===== src/rtl/neuron_mac_seq.sv =====
// Pipelined multiply-accumulate neuron: LANES products per beat, accumulated over
// up to MAX_BEATS beats, then bias, optional ReLU and saturation to OUT_W.
module neuron_mac_seq #(
  parameter int IN_W      = 5,
  parameter int W_W       = 5,
  parameter int LANES     = 4,
  parameter int MAX_BEATS = 4,
  parameter int OUT_W     = 12
) (
  input  logic                    clk,
  input  logic                    rst_n,
  input  logic                    in_valid,
  output logic                    in_ready,
  input  logic [LANES*IN_W-1:0]   in_data,
  input  logic [LANES*W_W-1:0]    in_wgt,
  input  logic                    in_last,
  input  logic [OUT_W-1:0]        bias,
  input  logic                    relu_en,
  output logic                    out_valid,
  input  logic                    out_ready,
  output logic [OUT_W-1:0]        result,
  output logic                    out_sat,
  output logic                    out_ovf
);

  localparam int PROD_W = IN_W + W_W;
  localparam int TREE_W = PROD_W + $clog2(LANES * MAX_BEATS) + 1;
  localparam int ACC_W  = ((TREE_W > OUT_W) ? TREE_W : OUT_W) + 1;
  localparam int CNT_W  = (MAX_BEATS > 1) ? $clog2(MAX_BEATS) : 1;

  localparam logic signed [ACC_W-1:0] OUT_MAX = {{(ACC_W-OUT_W+1){1'b0}}, {(OUT_W-1){1'b1}}};
  localparam logic signed [ACC_W-1:0] OUT_MIN = {{(ACC_W-OUT_W+1){1'b1}}, {(OUT_W-1){1'b0}}};

  logic                    en_s;
  logic                    accept_s;
  logic                    first_s;
  logic                    end_s;
  logic                    ovf_s;
  logic [CNT_W-1:0]        cnt_r;

  logic signed [ACC_W-1:0] prod_s [LANES];
  logic signed [ACC_W-1:0] s1_prod_r [LANES];
  logic                    s1_valid_r;
  logic                    s1_first_r;
  logic                    s1_end_r;
  logic                    s1_ovf_r;
  logic                    s1_relu_r;
  logic signed [OUT_W-1:0] s1_bias_r;

  logic signed [ACC_W-1:0] acc_r;
  logic signed [ACC_W-1:0] sum_s;
  logic signed [ACC_W-1:0] base_s;
  logic signed [ACC_W-1:0] v_s;
  logic signed [ACC_W-1:0] relu_v_s;
  logic        [OUT_W-1:0] clip_s;
  logic                    sat_s;

  assign en_s     = !out_valid | out_ready;
  assign in_ready = en_s;
  assign accept_s = in_valid & en_s;
  assign first_s  = (cnt_r == {CNT_W{1'b0}});
  assign end_s    = in_last | (cnt_r == CNT_W'(MAX_BEATS - 1));
  // A single-beat configuration always ends on in_last semantics, never by force.
  assign ovf_s    = (MAX_BEATS > 1) & !in_last & (cnt_r == CNT_W'(MAX_BEATS - 1));

  // Per-lane signed products, sign-extended to the accumulator width.
  always_comb begin
    for (int k = 0; k < LANES; k++) begin
      prod_s[k] = ACC_W'($signed(in_data[k*IN_W +: IN_W]) * $signed(in_wgt[k*W_W +: W_W]));
    end
  end

  // Accumulate base, ReLU and clip for the beat held in S1.
  always_comb begin
    sum_s = {ACC_W{1'b0}};
    for (int k = 0; k < LANES; k++) begin
      sum_s = sum_s + s1_prod_r[k];
    end
    base_s = s1_first_r ? ACC_W'(s1_bias_r) : acc_r;
    v_s    = base_s + sum_s;
    if (s1_relu_r && (v_s < $signed({ACC_W{1'b0}}))) begin
      relu_v_s = {ACC_W{1'b0}};
    end else begin
      relu_v_s = v_s;
    end
    if (relu_v_s > OUT_MAX) begin
      clip_s = OUT_MAX[OUT_W-1:0];
      sat_s  = 1'b1;
    end else if (relu_v_s < OUT_MIN) begin
      clip_s = OUT_MIN[OUT_W-1:0];
      sat_s  = 1'b1;
    end else begin
      clip_s = relu_v_s[OUT_W-1:0];
      sat_s  = 1'b0;
    end
  end

  // Beat counter: restarts after every vector-ending beat.
  always_ff @(posedge clk or negedge rst_n) begin
    if (!rst_n) begin
      cnt_r <= {CNT_W{1'b0}};
    end else if (accept_s) begin
      cnt_r <= end_s ? {CNT_W{1'b0}} : cnt_r + CNT_W'(1);
    end else begin
      cnt_r <= cnt_r;
    end
  end

  // Stage 1: register products and vector tags of the accepted beat.
  always_ff @(posedge clk or negedge rst_n) begin
    if (!rst_n) begin
      for (int k = 0; k < LANES; k++) begin
        s1_prod_r[k] <= {ACC_W{1'b0}};
      end
      s1_valid_r <= 1'b0;
      s1_first_r <= 1'b0;
      s1_end_r   <= 1'b0;
      s1_ovf_r   <= 1'b0;
      s1_relu_r  <= 1'b0;
      s1_bias_r  <= {OUT_W{1'b0}};
    end else if (en_s) begin
      s1_valid_r <= accept_s;
      if (accept_s) begin
        for (int k = 0; k < LANES; k++) begin
          s1_prod_r[k] <= prod_s[k];
        end
        s1_first_r <= first_s;
        s1_end_r   <= end_s;
        s1_ovf_r   <= ovf_s;
        s1_relu_r  <= relu_en;
        if (first_s) begin
          s1_bias_r <= bias;
        end
      end
    end
  end

  // Stage 2: accumulator update and output holding register.
  always_ff @(posedge clk or negedge rst_n) begin
    if (!rst_n) begin
      acc_r     <= {ACC_W{1'b0}};
      out_valid <= 1'b0;
      result    <= {OUT_W{1'b0}};
      out_sat   <= 1'b0;
      out_ovf   <= 1'b0;
    end else begin
      if (en_s && s1_valid_r) begin
        acc_r <= v_s;
      end
      if (en_s && s1_valid_r && s1_end_r) begin
        out_valid <= 1'b1;
        result    <= clip_s;
        out_sat   <= sat_s;
        out_ovf   <= s1_ovf_r;
      end else if (out_valid && out_ready) begin
        out_valid <= 1'b0;
      end
    end
  end

endmodule


===== config.mk =====
export PLATFORM = sky130hd
export DESIGN_NAME = neuron_mac_seq
export DESIGN_NICKNAME = d
export VERILOG_FILES = /design/src/rtl/neuron_mac_seq.sv
export SDC_FILE = /design/constraint.sdc
export NUM_CORES = 1
export LEC_CHECK = 0
export ABC_AREA = 1
export CAP_MARGIN = 10
export CORE_MARGIN = 1
export CORE_UTILIZATION = 30
export DETAILED_ROUTE_END_ITERATION = 16
export PLACE_DENSITY = 0.56
export SYNTH_ARGS = -nofsm -noshare
export SYNTH_HDL_FRONTEND = slang
export SYNTH_SLANG_ARGS = --single-unit

===== constraint.sdc =====
create_clock -name clk -period 5.7 [get_ports clk]
set_input_delay 0.855 -clock clk [delete_from_list [all_inputs] [get_ports clk]]
set_output_delay 0.855 -clock clk [all_outputs]
set_load 0.1 [all_outputs]

; ---- Yosys cells after proc, flatten, opt, wreduce, memory -nomap -nowiden
; Cells that the tools add are included.
[word_totals]
n_memories = 0
latch_bits = 0
input_bits = 58
word_cells = 52
rom_bits = 0
output_inout_bits = 16
ram_bits = 0
register_bits = 114
[op_classes]
mul = 4
div = 0
add_sub_neg = 5
n_eq_ne = 1
n_lt_le_gt_ge = 3
n_bitwise = 4
reduce_logical = 10
shift = 0
mux = 9
[ops]
columns = cell, n
row1 = adder 16 bit, 4
row2 = multiplier 5 x 5 -> 10 bit, 4
row3 = 2-to-1 mux 16 bit, 2
row4 = 2-to-1 mux 12 bit, 2
row5 = greater-than comparator 16 x 12 -> 1 bit (second input constant), 1
row6 = less-than comparator 16 x 1 -> 1 bit (second input constant), 1
row7 = less-than comparator 16 x 12 -> 1 bit (second input constant), 1
row8 = logical AND 1 bit, 4
row9 = 2-to-1 mux 1 bit, 4
row10 = AND reduction 3 bit, 1
row11 = adder 2 x 1 -> 2 bit (second input constant), 1
row12 = AND 1 bit, 2
row13 = == test 2 bit (second input constant), 1
row14 = logical NOT 1 bit, 2
row15 = logical NOT 2 bit, 1
row16 = 2-to-1 mux 2 bit, 1
row17 = bitwise OR 1 bit, 2
row18 = AND reduction 2 bit, 1
row19 = nonzero test 2 bit, 1

; ---- Longest topological paths before layout
; Gate-level depths: netlist of run 1.
[logic_depth]
ltp_word = 10
ltp_mapped = 23
depth_no_buf = 22

; ---- Worst setup path after synthesis of run 1
; OpenSTA, ideal clock, no wires.
[synth_timing]
kind = input to register
startpoint = in in_wgt[4]
endpoint = reg s1_prod_r[56] in the netlist's numbering
slack_ps = 1631
setup_ps = 134
n_path_buf = 0
t_required_ps = 5566
arrival_time_ps = 3935
stages = 15
path_cell_list = inv_1 > or2_2 > fa_1 > fa_1 > fa_1 > inv_1 > ha_1 > nand2_1 > nor2_1 > a211oi_1 > nor2_1 > o21ai_0 > nand2_1 > xnor2_1 > o21ai_0
[synth_via]
elab_chain_cells = 1
[synth_rtl]
columns = item, line_no
row1 = from (decl), 15  ; input logic [LANES*W_W-1:0] in_wgt,
row2 = multiplier 5 x 5 -> 10 bit, 69  ; prod_s[k] = ACC_W'($signed(in_data[k*IN_W +: IN_W]) * $signed(in_wgt[k*W_W +: W_W]));
row3 = "to (signal, indexed assignment)", 113  ; s1_prod_r[k] <= {ACC_W{1'b0}};
row4 = "to (signal, indexed assignment)", 125  ; s1_prod_r[k] <= prod_s[k];
row5 = to (decl), 42  ; logic signed [ACC_W-1:0] s1_prod_r [LANES];
; Every way passes these cells.
; A chain may end at the register's enable or synchronous reset.

; ---- Final worst setup path of run 1
[layout_timing]
startpoint = reg s1_prod_r[30] in the netlist's numbering
endpoint = reg result[0]
[layout_via]
elab_chain_cells = 9
word_cells_on_any_way = 10
classes_between = add/sub (3) / order compare (3) / mux (3) / reduce/logical (1)
[layout_rtl]
columns = item, line_no
row1 = adder 16 bit * (2 in series), 77  ; sum_s = sum_s + s1_prod_r[k];
row2 = adder 16 bit *, 80  ; v_s = base_s + sum_s;
row3 = less-than comparator 16 x 1 -> 1 bit, 81  ; if (s1_relu_r && (v_s < $signed({ACC_W{1'b0}}))) begin
row4 = logical AND 1 bit, 81
row5 = 2-to-1 mux 16 bit *, 81
row6 = less-than comparator 16 x 12 -> 1 bit, 89  ; end else if (relu_v_s < OUT_MIN) begin
row7 = 2-to-1 mux 12 bit, 89
row8 = 2-to-1 mux 12 bit *, 86  ; if (relu_v_s > OUT_MAX) begin
row9 = to (signal assigned), 143  ; result <= {OUT_W{1'b0}};
row10 = to (signal assigned), 152  ; result <= clip_s;
row11 = to (decl), 21  ; output logic [OUT_W-1:0] result,
; Mark *: on every way between the ends. The rest lies on a longest branch, timed or not.

==> results of run 1 <==
## critical path: cells and delay by family, from the launching register on
kind            cells  cell delay, ns
compound gates      2            0.20
fa+ha+maj           4            2.11
buf+inv             3            0.29
flops               1            0.44
simple gates        8            1.33
## cells in the mapped netlist (2+ instances only)
cell        n  area share, %
inv_1     280             12
nand2_1   273             11
fa_1      103             23
dfrtp_1    90             25
ha_1       79             11
o21ai_0    71            3.9
nor2_1     38            1.6
or2_2      26            1.8
xor2_1     24            2.3
a21oi_1    20            1.1
xnor2_1    18            1.7
clkbuf_1   13           0.54
nand3_1    13           0.71
a21oi_2    12            1.2
mux2_2     11            1.4
a211oi_1    4           0.33
a31oi_1     4           0.27
nand4_1     4           0.27
mux2i_1     3           0.33
o22ai_1     3           0.21
buf_2       2           0.11
buf_6       2           0.25
nand2_2     2           0.14
nor3_1      2           0.11
o21ai_1     2           0.11
## cells by family (layout without fill, tap and decap cells)
group,Yosys count,in the layout
buffers and inverters,300,375
AND/OR/NAND/NOR,364,364
flip-flops,90,90
XOR/XNOR,42,42
multiplexers,14,14
AO/OA/AOI/OAI,117,117
adder cells (fa/ha/maj),182,182
## final cells by class
cell class	count	area, sq um	share of cell area [%]
multi-input cells	719	5720	53.9
clock buffers	13	280	2.64
repair buffers	77	758	7.15
flip-flops and latches	90	2250	21.2
well taps	390	488	4.60
inverters	282	1060	9.99
clock inverters	3	43.8	0.413
## how the worst min path moves through the flow
stage	depth (start not counted)	slack, ns	startpoint	endpoint
detailed placement	2	0.47	acc_r[8]$_DFFE_PN0P_	acc_r[8]$_DFFE_PN0P_
floorplan	2	0.45	acc_r[1]$_DFFE_PN0P_	acc_r[1]$_DFFE_PN0P_
finish	1	0.42	rst_n	result[9]$_DFFE_PN0P_
global route	1	0.44	rst_n	result[9]$_DFFE_PN0P_
CTS	1	0.43	rst_n	result[9]$_DFFE_PN0P_
global placement	2	0.46	acc_r[0]$_DFFE_PN0P_	acc_r[0]$_DFFE_PN0P_
## routing by layer
metal / GRT usage (%) / up-vias / part of all wire [%]
met5: 0 / - / 0
met4: 3.23 / 0 / 0.97
met3: 1.89 / 13 / 3.3
met2: 20.9 / 91 / 47
met1: 17.9 / 3147 / 49
li1: - / 3441 / -
## sequential cells by signal, indices dropped and copies added, names as in the netlist, 2 cells and up
signal,count
s1_prod_r,40
acc_r,16
result,12
s1_bias_r,12
cnt_r,2
## stage by stage
step | hold WS [ns] | worst slack, ns | util [%]
after floorplan | 0.448 | 1.63 | -
after global placement | 0.464 | 1.02 | 34.5
after detailed placement | 0.468 | 0.966 | 34.5
after CTS | 0.426 | 1.15 | 35.6
after global routing | 0.442 | 0.813 | 35.6
final | 0.423 | 1.18 | 35.6
==> results_dict.tcl, run 1 <==
set metrics [dict create \
    status "finished, final reports clean" \
    dpl_cell_area_sq_um 10300 \
    rsz0062_at_grt "false" \
    hold_buffers 0 \
    die_w_um 176 \
    numClockSinks 90 \
    clockBufferDepth 2 \
    final_cell_mix "inv_1 (280), nand2_1 (273), fa_1 (103)" \
    final_common_cell "inv_1" \
    max_freq_mhz 221 \
    avgSynthCellArea_sq_um 8.22 \
    yosysWarnings 0 \
    io_buffers 73 \
    synth_ff_type "dfrtp_1" \
    wl_um 18300 \
    cp-startpoint "s1_prod_r[30]$_DFFE_PN0P_" \
    min_period_over_period_pct 79.3 \
    htree_levels 3 \
    required_ns 5.93 \
    synth_seq_cells 90 \
    synth_area_sq_um 9120 \
    slew_headroom_pct 34.6 \
    synth_compound_area_share_pct 7.19 \
    chipHeight_um 176 \
    startpoint_type "flip-flop" \
    grt_pass1_vias 6775 \
    r2r-start "s1_prod_r[30]$_DFFE_PN0P_" \
    grt_max_degree 63 \
    path_class "reg -> reg" \
    synth_xor_area_share_pct 4.03 \
    fp.dieArea_sq_um 31100 \
    synth-edff-count 0 \
    hold_class "in -> async" \
    grt_pass1_wl_um 32200 \
    cp.arrival_ns 4.75 \
    ys_seq_area_share_pct 24.7 \
    synth_nets 1349 \
    cts_tree "yes" \
    viasPerCell 4.25 \
    coreArea_sq_um 29800 \
    crit_path_max_incr_delay_ns 0.64 \
    cts_made_buffers 9 \
    ys_types 35 \
    dp_hpwl_um 15200 \
    crit_path_end "result[0]$_DFFE_PN0P_" \
    hold_viol_final 0 \
    routedWlPerCell_um 11.6 \
    ioPinCount 74 \
    synthToLayoutAreaGrowth_pct 16.2 \
    setup_violations 0 \
    start_util_pct 30.6 \
    n_fill_cell 3134 \
    synth_cells 1109 \
    reg2reg_to "result[0]$_DFFE_PN0P_" \
    drcViolationCount 0 \
    post_cts_resized 0 \
    cts_setup_buffers 0 \
    root_buffer "clkbuf_16" \
    place.gp.congestion 0.831 \
    end_kind "flip-flop" \
    crit_path_top_delay_cell "fa_1" \
    antenna_found_initial 0 \
    worstPathCellList "fa_1 -> fa_1 -> inv_1 -> fa_1 -> inv_1 -> ha_1 -> nand2_1 -> nor2_1 -> inv_1 -> nor2_1 -> nand2_1 -> nand3_1 -> nand3_2 -> nand2_1 -> a21oi_2 -> nor2_4 -> a21oi_1" \
    overflow 0 \
    ant_nets 0 \
    min_period_ns 4.52 \
    rrSetupSlack_ns 1.18 \
    skew_ns 0.00590 \
    drv_cap 0 \
    stdcell_area_sq_um 10600 \
    placed_cells 1558 \
    drtIter0Drc 243 \
    drive_gt1_share_pct 6.50 \
    drv_slew 0 \
    track_usage_pct 12.9 \
    reg2regPathDepth 17 \
    cp_max_fo 13 \
    vias 6692 \
    worst_slew_pin_slew_ns 0.979 \
    worst_skew_pair.late_latency_ns 0.35 \
    synthAdderAreaFrac_pct 33.5 \
    row_count 63 \
    synth_top_family_by_area "adder cells" \
    yosys.area_share.simple_pct 16.3 \
    layout.cells.non_filler 1574 \
    clkTransAtPathRegs_ns 0.07 \
    diodes 0 \
    fin_tns_setup_ns 0 \
    synth.mux.area_fraction_pct 1.69 \
    drtPass1Iterations 5 \
    ys_async_sr_fraction_pct 100 \
    nNetsFinal 1419 \
]
Power of run 1 is left out: the tool's default activity adds up to more than one toggle a clock period on the data nets, which glitch-free logic cannot reach.
==> inputs of run 2 (changes only) <==
==> constraint.sdc (replaced) <==
create_clock -name clk -period 4.5 [get_ports clk]
set_input_delay 0.675 -clock clk [delete_from_list [all_inputs] [get_ports clk]]
set_output_delay 0.675 -clock clk [all_outputs]
set_load 0.1 [all_outputs]
==> results_dict.tcl, run 2 (same netlist as run 1, synthesis figures left out) <==
set metrics [dict create \
    fp.dieArea_sq_um 31100 \
    fin_tns_setup_ns 0 \
    reg2regPathDepth 18 \
    drv_slew 0 \
    slew_headroom_pct 34.1 \
    rsz0062_at_grt "false" \
    overflow 0 \
    n_fill_cell 3131 \
    drtPass1Iterations 4 \
    io_buffers 73 \
    min_period_over_period_pct 91.6 \
    crit_buf_inv 3 \
    viasPerCell 4.22 \
    cts_tree "yes" \
    setup_violations 0 \
    cts_made_buffers 9 \
    drive_gt1_share_pct 8.15 \
    routedWlPerCell_um 11.4 \
    r2r-start "s1_prod_r[30]$_DFFE_PN0P_" \
    row_count 63 \
    track_usage_pct 12.8 \
    regMostFlops "s1_prod_r" \
    htree_levels 3 \
    post_cts_resized 0 \
    max_freq_mhz 243 \
    multiInputGateArea_sq_um 5730 \
    crit_path_top_delay_cell "fa_1" \
    grt_pass1_vias 6855 \
    chipHeight_um 176 \
    clkTransAtPathRegs_ns 0.07 \
    reg_top3 "s1_prod_r (40), acc_r (16)" \
    crit_family "adder cells" \
    dp_hpwl_um 15300 \
    worst_skew_pair.late_latency_ns 0.35 \
    hold_buffers 0 \
    grt_pass1_wl_um 32300 \
    nNetsFinal 1437 \
    final_cell_mix "inv_1 (279), nand2_1 (273), fa_1 (102)" \
    synthToLayoutAreaGrowth_pct 17.8 \
    ant_nets 0 \
    rrSetupSlack_ns 0.38 \
    drv_cap 0 \
    setup_slack_ns 0.380 \
    cp_common_cell "fa_1" \
    cp.arrival_ns 4.33 \
    antenna_found_initial 0 \
    path_class "in -> reg" \
    utilization_pct 36.0 \
    cts_setup_buffers 0 \
    coreArea_sq_um 29800 \
    hold_viol_final 0 \
    end_kind "flip-flop" \
    status "finished, final reports clean" \
    worst_slew_pin_slew_ns 0.986 \
    start_util_pct 30.6 \
    reg2reg_to "result[0]$_DFFE_PN0P_" \
    drcViolationCount 0 \
    dp_slack_ns -0.0194 \
    crit_path_max_incr_delay_ns 0.61 \
    skew_ns 0.00853 \
    diodes 0 \
    worstPathCellList "clkdlybuf4s50_1 -> inv_1 -> or2_2 -> fa_1 -> fa_1 -> fa_1 -> inv_1 -> ha_1 -> nand2_1 -> nor2_1 -> a211oi_1 -> nor2_1 -> o21ai_0 -> nand2_1 -> xnor2_1 -> o21ai_0" \
    vias 6711 \
    die_w_um 176 \
    grt_max_degree 62 \
    largest_register_ffs 40 \
    startpoint_type "input port" \
    min_period_ns 4.12 \
    place.gp.congestion 0.841 \
    final_common_cell "inv_1" \
    numClockSinks 90 \
    clockBufferDepth 2 \
    root_buffer "clkbuf_16" \
    drtIter0Drc 225 \
    wl_um 18200 \
    required_ns 4.71 \
    seqCellArea_sq_um 2250 \
    cp_max_fo 3 \
    ioPinCount 74 \
    hold_class "in -> async" \
]
run 2: per-layer routing:
metal | global-route usage [%] | wire length (um) | vias up
li1 | - | - | 3470
met1 | 18.0 | 9030 | 3144
met2 | 20.7 | 8410 | 81
met3 | 1.64 | 444 | 16
met4 | 3.74 | 276 | 0
met5 | 0 | 0 | -
run 2: through the flow:
| step | instances | hold WS, ns | instance area (sq um) |
|---|---|---|---|
| after floorplan | 1109 | 0.379 | 9120 |
| after global placement | 1576 | 0.464 | 10400 |
| after detailed placement | 1576 | 0.464 | 10400 |
| after CTS | 1592 | 0.436 | 10700 |
| after global routing | 1592 | 0.467 | 10700 |
| final | 1592 | 0.399 | 10700 |
run 2: final cells by class:
cell class / count / area share, %
Multi-Input combinational cell: 719 / 53.4
Sequential cell: 90 / 21.0
Inverter: 282 / 9.86
Timing Repair Buffer: 95 / 8.44
Tap cell: 390 / 4.54
Clock buffer: 9 / 2.10
Clock inverter: 7 / 0.711
run 2: worst max path at each step:
| stage | slack, ns | depth (start not counted) | startpoint | to |
|---|---|---|---|---|
| 3_3_place_gp | 0.04 | 16 | in_wgt[14] | s1_prod_r[24]$_DFFE_PN0P_ |
| 6_report | 0.38 | 16 | in_wgt[4] | s1_prod_r[56]$_DFFE_PN0P_ |
| 5_1_grt | 0.03 | 20 | s1_prod_r[30]$_DFFE_PN0P_ | result[0]$_DFFE_PN0P_ |
| 4_1_cts | 0.26 | 20 | s1_prod_r[30]$_DFFE_PN0P_ | result[5]$_DFFE_PN0P_ |
| 3_5_place_dp | -0.02 | 16 | in_wgt[4] | s1_prod_r[56]$_DFFE_PN0P_ |
| 2_1_floorplan | 0.61 | 15 | in_wgt[4] | s1_prod_r[56]$_DFFE_PN0P_ |
Power of run 2 is left out for the same reason.
